===== config.mk =====
export PLATFORM = sky130hd
export DESIGN_NAME = lif_array
export DESIGN_NICKNAME = d
export VERILOG_FILES = /design/src/rtl/lif_array.sv
export SDC_FILE = /design/constraint.sdc
export NUM_CORES = 1
export LEC_CHECK = 0
export ABC_AREA = 1
export BUFFER_PORTS_ARGS = -buffer_cell sky130_fd_sc_hd__buf_4
export CAP_MARGIN = 20
export CELL_PAD_IN_SITES_DETAIL_PLACEMENT = 2
export CELL_PAD_IN_SITES_GLOBAL_PLACEMENT = 2
export CORE_MARGIN = 1.5
export CORE_UTILIZATION = 29
export DETAILED_ROUTE_END_ITERATION = 10
export GPL_ROUTABILITY_DRIVEN = 0
export PLACE_DENSITY = 0.91
export SLEW_MARGIN = 20
export SYNTH_ARGS = -nofsm -noshare
export SYNTH_HDL_FRONTEND = slang
export SYNTH_SLANG_ARGS = --single-unit
export TNS_END_PERCENT = 100

===== constraint.sdc =====
create_clock -name clk -period 2.8 [get_ports clk]
set_input_delay 0.28 -clock clk [delete_from_list [all_inputs] [get_ports clk]]
set_output_delay 0.28 -clock clk [all_outputs]
set_load 0.005 [all_outputs]

===== src/rtl/lif_array.sv =====
// lif_array: N independent leaky integrate-and-fire neurons with a shared
// step enable and a shared threshold/reset-mode configuration.
//
// Each enabled step, a neuron that is not refractory leaks its membrane
// (s >> LEAK_SHIFT), adds its input current with saturation, and fires when
// the result reaches the registered threshold. A neuron that fires then
// ignores its input for REFRAC steps and only leaks.
//
// Optional feature (macro LIF_SPIKE_CNT_EN): per-neuron saturating spike
// counters. This adds the CNT_W parameter, the cnt_clr input and the
// spike_cnt output. When the macro is undefined, those are absent.
//
// Ports:
//   clk        rising-edge clock
//   rst        asynchronous active-high reset
//   en         step enable, one integration step per edge with en=1
//   current    N*W per-neuron unsigned input current, neuron i at [i*W +: W]
//   cfg_we     write strobe for cfg_thresh / cfg_mode
//   cfg_thresh new threshold value
//   cfg_mode   post-spike reset: 0 = to zero, 1 = subtract threshold
//   cnt_clr    (LIF_SPIKE_CNT_EN) clear all spike counters
//   spike_cnt  (LIF_SPIKE_CNT_EN) N*CNT_W saturating spike counts
//   state      N*W registered membrane potentials
//   spike      N registered one-cycle spike pulses
//   refrac     N flags, high while a neuron is refractory
module lif_array #(
  parameter int unsigned N          = 4,
  parameter int unsigned W          = 8,
  parameter int unsigned LEAK_SHIFT = 1,
  parameter int unsigned REFRAC     = 2
`ifdef LIF_SPIKE_CNT_EN
  ,
  parameter int unsigned CNT_W      = 8
`endif
) (
  input  logic             clk,
  input  logic             rst,
  input  logic             en,
  input  logic [N*W-1:0]   current,
  input  logic             cfg_we,
  input  logic [W-1:0]     cfg_thresh,
  input  logic             cfg_mode,
`ifdef LIF_SPIKE_CNT_EN
  input  logic             cnt_clr,
  output logic [N*CNT_W-1:0] spike_cnt,
`endif
  output logic [N*W-1:0]   state,
  output logic [N-1:0]     spike,
  output logic [N-1:0]     refrac
);

  localparam int unsigned RW = (REFRAC == 0) ? 1 : $clog2(REFRAC + 1);
  localparam logic [W-1:0] THRESH_RST = {1'b0, {(W-1){1'b1}}};

  logic [W-1:0] thresh_q;
  logic         mode_q;

  // Shared configuration; a write takes effect from the following edge.
  always_ff @(posedge clk or posedge rst) begin
    if (rst) begin
      thresh_q <= THRESH_RST;
      mode_q   <= 1'b0;
    end else if (cfg_we) begin
      thresh_q <= cfg_thresh;
      mode_q   <= cfg_mode;
    end
  end

  for (genvar g = 0; g < N; g++) begin : g_neuron
    logic [W-1:0]  s_q;
    logic [RW-1:0] r_q;
    logic          spike_q;
    logic [W-1:0]  leak_c;
    logic [W:0]    sum_c;
    logic [W-1:0]  sat_c;
    logic          fire_c;

    // Leak then integrate in W+1 bits so the carry flags saturation.
    assign leak_c = s_q >> LEAK_SHIFT;
    assign sum_c  = {1'b0, leak_c} + {1'b0, current[g*W +: W]};
    assign sat_c  = sum_c[W] ? {W{1'b1}} : sum_c[W-1:0];
    assign fire_c = (r_q == '0) && (sat_c >= thresh_q);

    // Membrane, refractory counter and spike pulse.
    always_ff @(posedge clk or posedge rst) begin
      if (rst) begin
        s_q     <= '0;
        r_q     <= '0;
        spike_q <= 1'b0;
      end else begin
        spike_q <= 1'b0;
        if (en) begin
          if (r_q != '0) begin
            s_q <= leak_c;
            r_q <= r_q - RW'(1);
          end else if (fire_c) begin
            spike_q <= 1'b1;
            r_q     <= RW'(REFRAC);
            // sat_c >= thresh_q here, so the subtraction cannot wrap.
            s_q     <= mode_q ? (sat_c - thresh_q) : '0;
          end else begin
            s_q <= sat_c;
          end
        end
      end
    end

    assign state[g*W +: W] = s_q;
    assign spike[g]        = spike_q;
    assign refrac[g]       = (r_q != '0);

`ifdef LIF_SPIKE_CNT_EN
    logic [CNT_W-1:0] cnt_q;

    // Saturating spike counter; clear wins over a coincident spike.
    always_ff @(posedge clk or posedge rst) begin
      if (rst) begin
        cnt_q <= '0;
      end else if (cnt_clr) begin
        cnt_q <= '0;
      end else if (en && fire_c && (cnt_q != {CNT_W{1'b1}})) begin
        cnt_q <= cnt_q + CNT_W'(1);
      end
    end

    assign spike_cnt[g*CNT_W +: CNT_W] = cnt_q;
`endif
  end

endmodule


==> impl_metrics.ini, run 1 <==
[route]
drt-total-wl_mm = 41.4
vias = 8404
firstDrtPassIters = 4
drt-initial-drc-count = 369
detail_route.wl_per_cell_um = 27.6
viasPerCell = 5.61
route.detailed.drc = 0
final_antenna_net_count = 0

[worst_setup_path]
crit_chain = ha_4 > fa_2 > nand2_2 > nand2_4 > nand2_4 > nor2_4 > nor2_4 > nand3_2 > ha_4 > inv_1 > nand2_1 > nand2_2 > nand2_2 > nand2_4 > nand2_8 > nand2_8 > nor2_4 > nand2_1 > nand2_2 > nand2_1 > nand2_1
cp.required_ns = 3.07
worstReg2RegEnd = g_neuron[2].s_q[7]$_DFFE_PP0P_
reg2reg_setup_slack_ns = -0.64
ff2ff_path_depth = 21
worst_path_max_delay_cell = dfrtp_1
end_kind = flop
cp_max_fo = 6
r2r-start = g_neuron[2].s_q[1]$_DFFE_PP0P_
start_kind = flop
critical_path_class = reg2reg
slowest_delay_ns = 0.45
crit_arrival_ns = 3.71

[final_layout]
nets = 1347
drive_gt1_frac = 0.437
fillCellCount = 2394
final_core_util = 0.476
area_delta_synth_final_pct = 59.7

[floorplan]
fp.dieW_um = 148
die_area_um2 = 21900
rows = 52
core_um2 = 20400
io_pins = 85
initial_core_util = 0.298
fp.dieH_um = 148

[synthesis]
synth_fp_nets = 1095
ys_seq_area_frac = 0.219
synthTopCellsByArea = nand2_1, dfrtp_1, ha_1
synth_top_area_frac = 0.198
synth_most_common_cell = nand2_1
synthTopCellsByCount = nand2_1, inv_1, nand3_1
syn_avg_cell_area_um2 = 6.26
ys_types = 35
synth-edff-count = 0
yosys_warnings = 0
synth_area_leader_cell = nand2_1
netlist_area_um2 = 6090
synthFlopType = dfrtp_1
synthCells = 974
ys_ff_latch = 53
ys_async_sr_fraction = 1.00

[sta]
final.setup.worst_slack_ns = -0.636
tns_ns = -20.17
fin_crit_sh = 1.23
rsz0062_at_grt = true
min_period_ns = 3.44
clock_skew_ns = 0.0192
timing_hold_violations_final = 0
tightest_slew_ns = 0.709
finalSetupViolCount = 44
drv_slew = 0
fmax_mhz = 291
maxSlewHeadroom = 0.527

[placed_design]
portBuffers = 84
dp_hpwl_mm = 23.0

[hold_path]
hp-class = in2reg
min_path_cells = 2
holdPathEnd = thresh_q[0]$_DFFE_PP1P_
hp-start = cfg_thresh[0]

[grt]
grt_pass1_vias = 9362
overflow = 0
grt_pass1_wl_mm = 53.6
grt_max_degree = 33
grt_util_all_layers = 0.321
grt_antenna_before_repair = 1

[run_status]
violations = negative setup slack
status = complete, but fails checks

[cts]
clock-root-buffer = clkbuf_16
tritoncts = built
clock_latency_ns = 0.34
numCtsBuffers = 5
clk_pin_slew_ns = 0.09
cts-htree-levels = 2
cts_sinks = 53
clk_path_buf_depth = 2

[flow_run]
max-cap-violations = 0
## sequential cells by signal, indices dropped and copies added (netlist names)
name and count:
g_neuron.s_q 32, g_neuron.spike_q 4, mode_q 1, thresh_q 8, g_neuron.r_q 8
## kinds of logic (layout without fill, tap and decap cells)
| logic type | Yosys count | after routing | synth area share |
|---|---|---|---|
| xor gates and xnor gates | 14 | 14 | 0.0201 |
| muxes | 1 | 1 | 0.00185 |
| adders and majority gates | 76 | 76 | 0.166 |
| other | 0 | 1 | 0 |
| DFF | 53 | 53 | 0.219 |
| and+or+nand+nor | 558 | 558 | 0.396 |
| buffers and inverters | 185 | 438 | 0.117 |
| AOI/OAI and AO/OA | 87 | 87 | 0.0799 |
## metal layers
metal	up-vias	GRT usage	share of wire
li1	3557	-	-
met1	4238	0.333	0.36
met2	400	0.629	0.53
met3	209	0.0395	0.042
met4	0	0.162	0.068
met5	-	0	0
## placed cells by master (no fill, tap or decap), types with 8 or more instances in the layout
| master | instances |
|---|---|
| nor2_4 | 14 |
| ha_4 | 28 |
| nor2_2 | 22 |
| o21ai_1 | 9 |
| dfrtp_1 | 46 |
| inv_2 | 19 |
| a21oi_1 | 33 |
| or2_2 | 14 |
| ha_1 | 39 |
| nand3_1 | 51 |
| nor2_1 | 53 |
| nand4_1 | 23 |
| a21oi_2 | 8 |
| nand2_1 | 255 |
| fa_2 | 8 |
| nand3_4 | 10 |
| nand2_4 | 22 |
| buf_4 | 254 |
| o21ai_0 | 16 |
| inv_1 | 140 |
| nand3_2 | 30 |
| nand2_2 | 53 |
## worst max-delay path: cells and delay by family, from the launching register on
kind          cells  cell delay [ns]
flops             1             0.45
simple gates     17             1.95
fa+ha+maj         3             0.91
buf+inv           1             0.06
## metrics by stage
| stage | cell area, um2 | cells | worst slack [ns] | hold WS, ns |
|---|---|---|---|---|
| floorplan | 6160 | 974 | -0.114 | 0.397 |
| global placement | 8100 | 1452 | -0.269 | 0.320 |
| detailed placement | 8100 | 1452 | -0.557 | 0.321 |
| CTS | 8830 | 1474 | -0.382 | 0.172 |
| global route | 9730 | 1497 | -0.707 | 0.228 |
| finish | 9730 | 1498 | -0.636 | 0.222 |
## worst max-delay path by stage
| stage | startpoint | to | cells past startpoint |
|---|---|---|---|
| 2_1_floorplan | g_neuron[0].s_q[1]$_DFFE_PP0P_ | g_neuron[0].s_q[6]$_DFFE_PP0P_ | 22 |
| 3_3_place_gp | current[0] | g_neuron[0].s_q[6]$_DFFE_PP0P_ | 23 |
| 3_5_place_dp | current[0] | g_neuron[0].s_q[5]$_DFFE_PP0P_ | 23 |
| 4_1_cts | g_neuron[2].s_q[1]$_DFFE_PP0P_ | g_neuron[2].s_q[4]$_DFFE_PP0P_ | 24 |
| 5_1_grt | g_neuron[3].s_q[1]$_DFFE_PP0P_ | g_neuron[3].s_q[0]$_DFFE_PP0P_ | 21 |
| 6_report | g_neuron[2].s_q[1]$_DFFE_PP0P_ | g_neuron[2].s_q[7]$_DFFE_PP0P_ | 21 |
## final cells by class
| type | count | area, um2 | area share |
|---|---|---|---|
| well taps | 270 | 338 | 0.0347 |
| repair buffers | 262 | 2000 | 0.205 |
| multi-input cells | 736 | 5260 | 0.540 |
| clock inverters | 3 | 28.8 | 0.00296 |
| diodes | 1 | 2.50 | 0.000257 |
| flip-flops and latches | 53 | 1340 | 0.137 |
| inverters | 168 | 648 | 0.0666 |
| clock buffers | 5 | 125 | 0.0129 |
## timing repair
item	CTS	global route
pin swaps	37	63
buffers inserted	13	25
endpoints found under the hold margin	14	0
resized for setup	91	184
hold buffers	1	0
endpoints found under the setup margin	44	44
gates cloned	0	0
Power of run 1 is left out: the tool's default activity adds up to more than one toggle a clock period on the data nets, which glitch-free logic cannot reach.
==> run 2: changes to the inputs <==
--- a/config.mk
+++ b/config.mk
@@ -5,13 +5,14 @@
 export SDC_FILE = /design/constraint.sdc
 export NUM_CORES = 1
 export LEC_CHECK = 0
-export ABC_AREA = 1
+export ABC_AREA = 0
 export BUFFER_PORTS_ARGS = -buffer_cell sky130_fd_sc_hd__buf_4
 export CAP_MARGIN = 20
 export CELL_PAD_IN_SITES_DETAIL_PLACEMENT = 2
 export CELL_PAD_IN_SITES_GLOBAL_PLACEMENT = 2
 export CORE_MARGIN = 1.5
-export CORE_UTILIZATION = 29
+export CORE_UTILIZATION = 32
+export CTS_CLUSTER_SIZE = 14
 export DETAILED_ROUTE_END_ITERATION = 10
 export GPL_ROUTABILITY_DRIVEN = 0
 export PLACE_DENSITY = 0.91
==> impl_metrics.ini, run 2 <==
[flow_run]
max-cap-violations = 0

[cts]
clock_latency_ns = 0.36
tritoncts = built
clk_path_buf_depth = 2
numCtsBuffers = 5
cts-htree-levels = 2
clk_pin_slew_ns = 0.10
cts_hold_buf = 0
cts_sinks = 53
clock-root-buffer = clkbuf_16

[run_status]
violations = negative setup slack
status = complete, but fails checks

[final_layout]
largest_registers = g_neuron.s_q: 32 flops, g_neuron.r_q: 8 flops, thresh_q: 8 flops
nets = 1070
final_cell_mix = buf_4, ha_1, dfrtp_1
max_flop_register = g_neuron.s_q
layout_commonest_cell = buf_4
final_core_util = 0.547
fillCellCount = 1733
largest_reg_flops = 32
instances_no_fill = 1175
area_delta_synth_final_pct = 68.8
drive_gt1_frac = 0.512
n_antenna_cell = 0

[route]
viasPerCell = 6.61
detail_route.wl_per_cell_um = 36.2
route.detailed.drc = 0
vias = 7770
drt-total-wl_mm = 42.6
final_antenna_net_count = 0
firstDrtPassIters = 5
drt-initial-drc-count = 660

[worst_setup_path]
critical_path.top_delay_family = compound AO/OA/AOI/OAI gates
cp.buffers_inverters = 3
crit_chain = ha_4 > fa_2 > a21o_1 > a311o_1 > o211ai_4 > and2b_2 > ha_4 > inv_2 > fa_2 > a21o_1 > buf_4 > buf_4 > a211oi_1 > o41ai_2 > a21oi_1 > o2bb2ai_1
cp.required_ns = 3.03
end_kind = flop
critical_path_class = reg2reg
cp_max_fo = 3
start_kind = flop
crit_arrival_ns = 4.34
slowest_delay_ns = 0.51
worst_path_max_delay_cell = a211oi_1

[synthesis]
yosys_warnings = 0
ys_seq_area_frac = 0.240
synth_compound_area_frac = 0.280
synth_top_area_frac = 0.207
synth-edff-count = 0
synth_mux_area_frac = 0.0258
synth_area_leader_cell = dfrtp_1
synthCells = 660
synthTopCellsByArea = dfrtp_1, ha_1, o21ai_0
synth_xor_area_frac = 0.0425
synth_fp_nets = 781
ys_ff_latch = 53
synthFlopType = dfrtp_1
netlist_area_um2 = 5570
synth-adder-area-share = 0.182
synth_top_family_by_area = compound AO/OA/AOI/OAI gates
synth_most_common_cell = ha_1
ys_types = 77
ys_async_sr_fraction = 1.00
synthTopCellsByCount = ha_1, nand2_1, dfrtp_1
synthSimpleGateAreaFrac = 0.183
syn_avg_cell_area_um2 = 8.44

[sta]
tightest_slew_ns = 0.986
hold_ws_ns = 0.184
fin_crit_sh = 1.47
timing_hold_violations_final = 0
rsz0062_at_grt = true
fmax_mhz = 243
maxSlewHeadroom = 0.343
drv_slew = 0
clock_skew_ns = 0.0127
min_period_ns = 4.11
finalSetupViolCount = 45
final.setup.worst_slack_ns = -1.31

[grt]
grt_util_all_layers = 0.408
overflow = 0
grt_antenna_before_repair = 0
grt_max_degree = 54
grt_pass1_vias = 8401
grt_pass1_wl_mm = 55.0

[hold_path]
hp-class = in2async

[floorplan]
core_um2 = 17200
die_area_um2 = 18200
fp.dieH_um = 135
rows = 48
fp.dieW_um = 135
io_pins = 85
initial_core_util = 0.324

[placed_design]
dp_hpwl_mm = 20.4
preCtsSetupSlack_ns = -1.31
placed_cells = 1111
portBuffers = 84
## run 2: cell count changes after synthesis, moves of 11 or more
| cell | before | now |
|---|---|---|
| a21o_1 | 4 | 21 |
| nor2b_1 | 0 | 15 |
| inv_1 | 162 | 37 |
| a31oi_1 | 0 | 24 |
| nand4_1 | 23 | 7 |
| a211oi_1 | 0 | 12 |
| xnor2_1 | 6 | 18 |
| nor2_1 | 82 | 45 |
| nand2_1 | 321 | 49 |
| o21ai_0 | 30 | 44 |
| nand3_1 | 90 | 24 |
| mux2i_1 | 0 | 11 |
## run 2: worst paths after layout
kind	startpoint	end	slack [ns]	cells past startpoint
hold reg to reg	g_neuron[2].s_q[0]$_DFFE_PP0P_	g_neuron[2].s_q[0]$_DFFE_PP0P_	0.54	1
setup / recovery	g_neuron[3].s_q[1]$_DFFE_PP0P_	g_neuron[3].s_q[4]$_DFFE_PP0P_	-1.31	16
max in group asynchronous	rst	g_neuron[2].s_q[6]$_DFFE_PP0P_	2.04	3
hold / removal	rst	g_neuron[0].s_q[1]$_DFFE_PP0P_	0.18	3
setup reg to reg	g_neuron[3].s_q[1]$_DFFE_PP0P_	g_neuron[3].s_q[4]$_DFFE_PP0P_	-1.31	16
min in group clk	cfg_thresh[2]	thresh_q[2]$_DFFE_PP1P_	0.19	3
## run 2: what timing repair did
item                       CTS  global route
buffers inserted            34            30
resized for setup          110            90
setup endpoints to repair   44            44
pin swaps                   50            43
cloned                       1             0
## run 2: worst reg2reg max path: stages (launching register included)
cell	delay (ns)
dfrtp_1	0.43
ha_4	0.18
fa_2	0.34
a21o_1	0.20
a311o_1	0.32
o211ai_4	0.12
and2b_2	0.22
ha_4	0.15
inv_2	0.05
fa_2	0.39
a21o_1	0.25
buf_4	0.17
buf_4	0.12
a211oi_1	0.51
o41ai_2	0.18
a21oi_1	0.24
o2bb2ai_1	0.10
## run 2: cell families (layout without fill, tap and decap cells)
kind of cell / Yosys count / in the layout
compound gates: 225 / 225
simple gates: 202 / 202
fa+ha+maj: 76 / 76
buf+inv: 63 / 353
flops: 53 / 53
xor+xnor: 27 / 27
mux: 14 / 14
## run 2: layout make-up
| type | instances | area, um2 | area share |
|---|---|---|---|
| multi-input combinational | 544 | 5060 | 0.539 |
| timing repair buffer | 308 | 2410 | 0.256 |
| sequential | 53 | 1340 | 0.142 |
| tap | 225 | 282 | 0.0300 |
| clock buffer | 7 | 143 | 0.0152 |
| inverter | 37 | 139 | 0.0148 |
| clock inverter | 1 | 30.0 | 0.00319 |
## run 2: stage by stage
stage	setup TNS (ns)	cell area, um2
final	-48.57	9400
after floorplan	-22.83	5810
after detailed placement	-44.93	7840
after global placement	-29.97	7840
after CTS	-35.99	8790
after global routing	-48.69	9400
## run 2: layer usage
metal | up-vias | track usage | wire length (um)
li1 | 3028 | - | -
met1 | 3963 | 0.445 | 15600
met2 | 519 | 0.723 | 20800
met3 | 260 | 0.0736 | 2520
met4 | 0 | 0.274 | 3680
met5 | - | 0 | 0
Power of run 2 is left out for the same reason.
==> run 3: changes to the inputs <==
--- a/config.mk
+++ b/config.mk
@@ -16,6 +16,7 @@
 export DETAILED_ROUTE_END_ITERATION = 10
 export GPL_ROUTABILITY_DRIVEN = 0
 export PLACE_DENSITY = 0.91
+export SETUP_SLACK_MARGIN = 0.5
 export SLEW_MARGIN = 20
 export SYNTH_ARGS = -nofsm -noshare
 export SYNTH_HDL_FRONTEND = slang
==> impl_metrics.ini, run 3 (synthesized netlist as in run 2, its figures left out) <==
[cts]
clk_pin_slew_ns = 0.09
clock_latency_ns = 0.35
cts_hold_buf = 0
cts_sinks = 53
numCtsBuffers = 5
cts-htree-levels = 2
clk_path_buf_depth = 2
tritoncts = built
clock-root-buffer = clkbuf_16

[worst_setup_path]
end_kind = flop
cp.required_ns = 3.05
crit_chain = ha_4 > fa_2 > a211oi_2 > o211a_1 > nor2_4 > nor2_4 > ha_4 > inv_2 > fa_2 > a211oi_4 > o21ai_1 > a41o_1 > a21oi_4 > a21o_1 > buf_6 > mux2i_4
worst_path_max_delay_cell = dfrtp_1
start_kind = flop
crit_arrival_ns = 4.35
cp_max_fo = 3
slowest_delay_ns = 0.43
critical_path_class = reg2reg

[final_layout]
layout_commonest_cell = buf_4
multi_input_area_um2 = 5020
n_antenna_cell = 0
nets = 1074
seqCellArea_um2 = 1340
drive_gt1_frac = 0.513
largest_reg_flops = 32
fillCellCount = 1794
final_cell_mix = buf_4, ha_1, dfrtp_1
instances_no_fill = 1179
area_delta_synth_final_pct = 68.8
largest_registers = g_neuron.s_q: 32 flops, g_neuron.r_q: 8 flops, thresh_q: 8 flops
max_flop_register = g_neuron.s_q

[placed_design]
portBuffers = 84
placed_cells = 1111
dp_hpwl_mm = 20.4

[route]
final_antenna_net_count = 0
drt-total-wl_mm = 42.0
detail_route.wl_per_cell_um = 35.7
vias = 7698
viasPerCell = 6.53
route.detailed.drc = 0
drt-initial-drc-count = 616
firstDrtPassIters = 4

[floorplan]
fp.dieH_um = 135
die_area_um2 = 18200
initial_core_util = 0.324
core_um2 = 17200
rows = 48
io_pins = 85
fp.dieW_um = 135

[grt]
grt_pass1_wl_mm = 54.2
grt_antenna_before_repair = 0
grt_max_degree = 54
grt_util_all_layers = 0.401
overflow = 0
grt_pass1_vias = 8450

[sta]
tightest_slew_ns = 0.869
fin_crit_sh = 1.46
min_period_ns = 4.10
clock_skew_ns = 0.0153
timing_hold_violations_final = 0
rsz0062_at_grt = true
final.setup.worst_slack_ns = -1.30
fmax_mhz = 244
maxSlewHeadroom = 0.421
finalSetupViolCount = 44
drv_slew = 0

[flow_run]
max-cap-violations = 0

[hold_path]
hp-class = in2reg

[run_status]
violations = negative setup slack
status = complete, but fails checks
-- run 3: cell count changes in the layout (fill, tap and decap cells not counted), moves of 2 or more --
cell,previous run,this run
a31oi_2,4,7
a31oi_4,9,5
dfrtp_2,0,2
buf_4,284,287
dfrtp_1,46,44
a21oi_2,18,15
a21oi_1,19,22
-- run 3: critical path: cells and delay by family, from the launching register on --
family | cells | cell delay [ns]
buffers and inverters | 2 | 0.18
AOI/OAI and AO/OA | 7 | 1.75
muxes | 1 | 0.29
adders and majority gates | 4 | 1.10
and+or+nand+nor | 2 | 0.25
DFF | 1 | 0.43
-- run 3: path summary, 6_finish.rpt --
path                                                     start                              to  slack, ns  cells past startpoint
max in group asynchronous                                  rst  g_neuron[1].s_q[2]$_DFFE_PP0P_       1.98                      3
worst min register to register  g_neuron[3].r_q[0]$_DFFE_PP0P_  g_neuron[3].r_q[0]$_DFFE_PP0P_       0.53                      1
worst max-delay path            g_neuron[0].s_q[1]$_DFFE_PP0P_  g_neuron[0].r_q[1]$_DFFE_PP0P_      -1.30                     16
min in group asynchronous                                  rst  g_neuron[0].s_q[1]$_DFFE_PP0P_       0.22                      3
worst max register to register  g_neuron[0].s_q[1]$_DFFE_PP0P_  g_neuron[0].r_q[1]$_DFFE_PP0P_      -1.30                     16
worst min-delay path                             cfg_thresh[6]         thresh_q[6]$_DFFE_PP1P_       0.17                      3
-- run 3: through the flow --
stage               hold slack (ns)  worst slack (ns)  instance area (um2)   util  TNS, ns
floorplan                     0.396            -0.821                 5810      -   -22.83
global placement              0.483            -0.958                 7840  0.456   -29.97
detailed placement            0.504             -1.31                 7840  0.456   -44.93
CTS                           0.176            -0.988                 8800  0.513   -36.03
global route                  0.191             -1.35                 9400  0.547   -51.59
finish                        0.168             -1.30                 9400  0.547   -48.35
-- run 3: cell type report --
cell class              count  share of cell area
repair buffers            312               0.260
flip-flops and latches     53               0.142
clock buffers               7              0.0152
multi-input cells         544               0.534
well taps                 225              0.0300
clock inverters             1             0.00319
inverters                  37              0.0148
-- run 3: repair_timing --
item / CTS / global route
setup endpoints to repair: 44 / 45
gates resized for setup: 110 / 74
pin swaps: 50 / 50
setup buffers: 33 / 26
cloned: 1 / 0
-- run 3: routing by layer --
metal	share of wire	up-vias	track usage	routed length, um
met4	0.080	0	0.270	3380
met5	0	-	0	0
met2	0.49	517	0.713	20800
li1	-	3044	-	-
met3	0.066	237	0.0792	2790
met1	0.36	3900	0.431	15100
Power of run 3 is left out for the same reason.
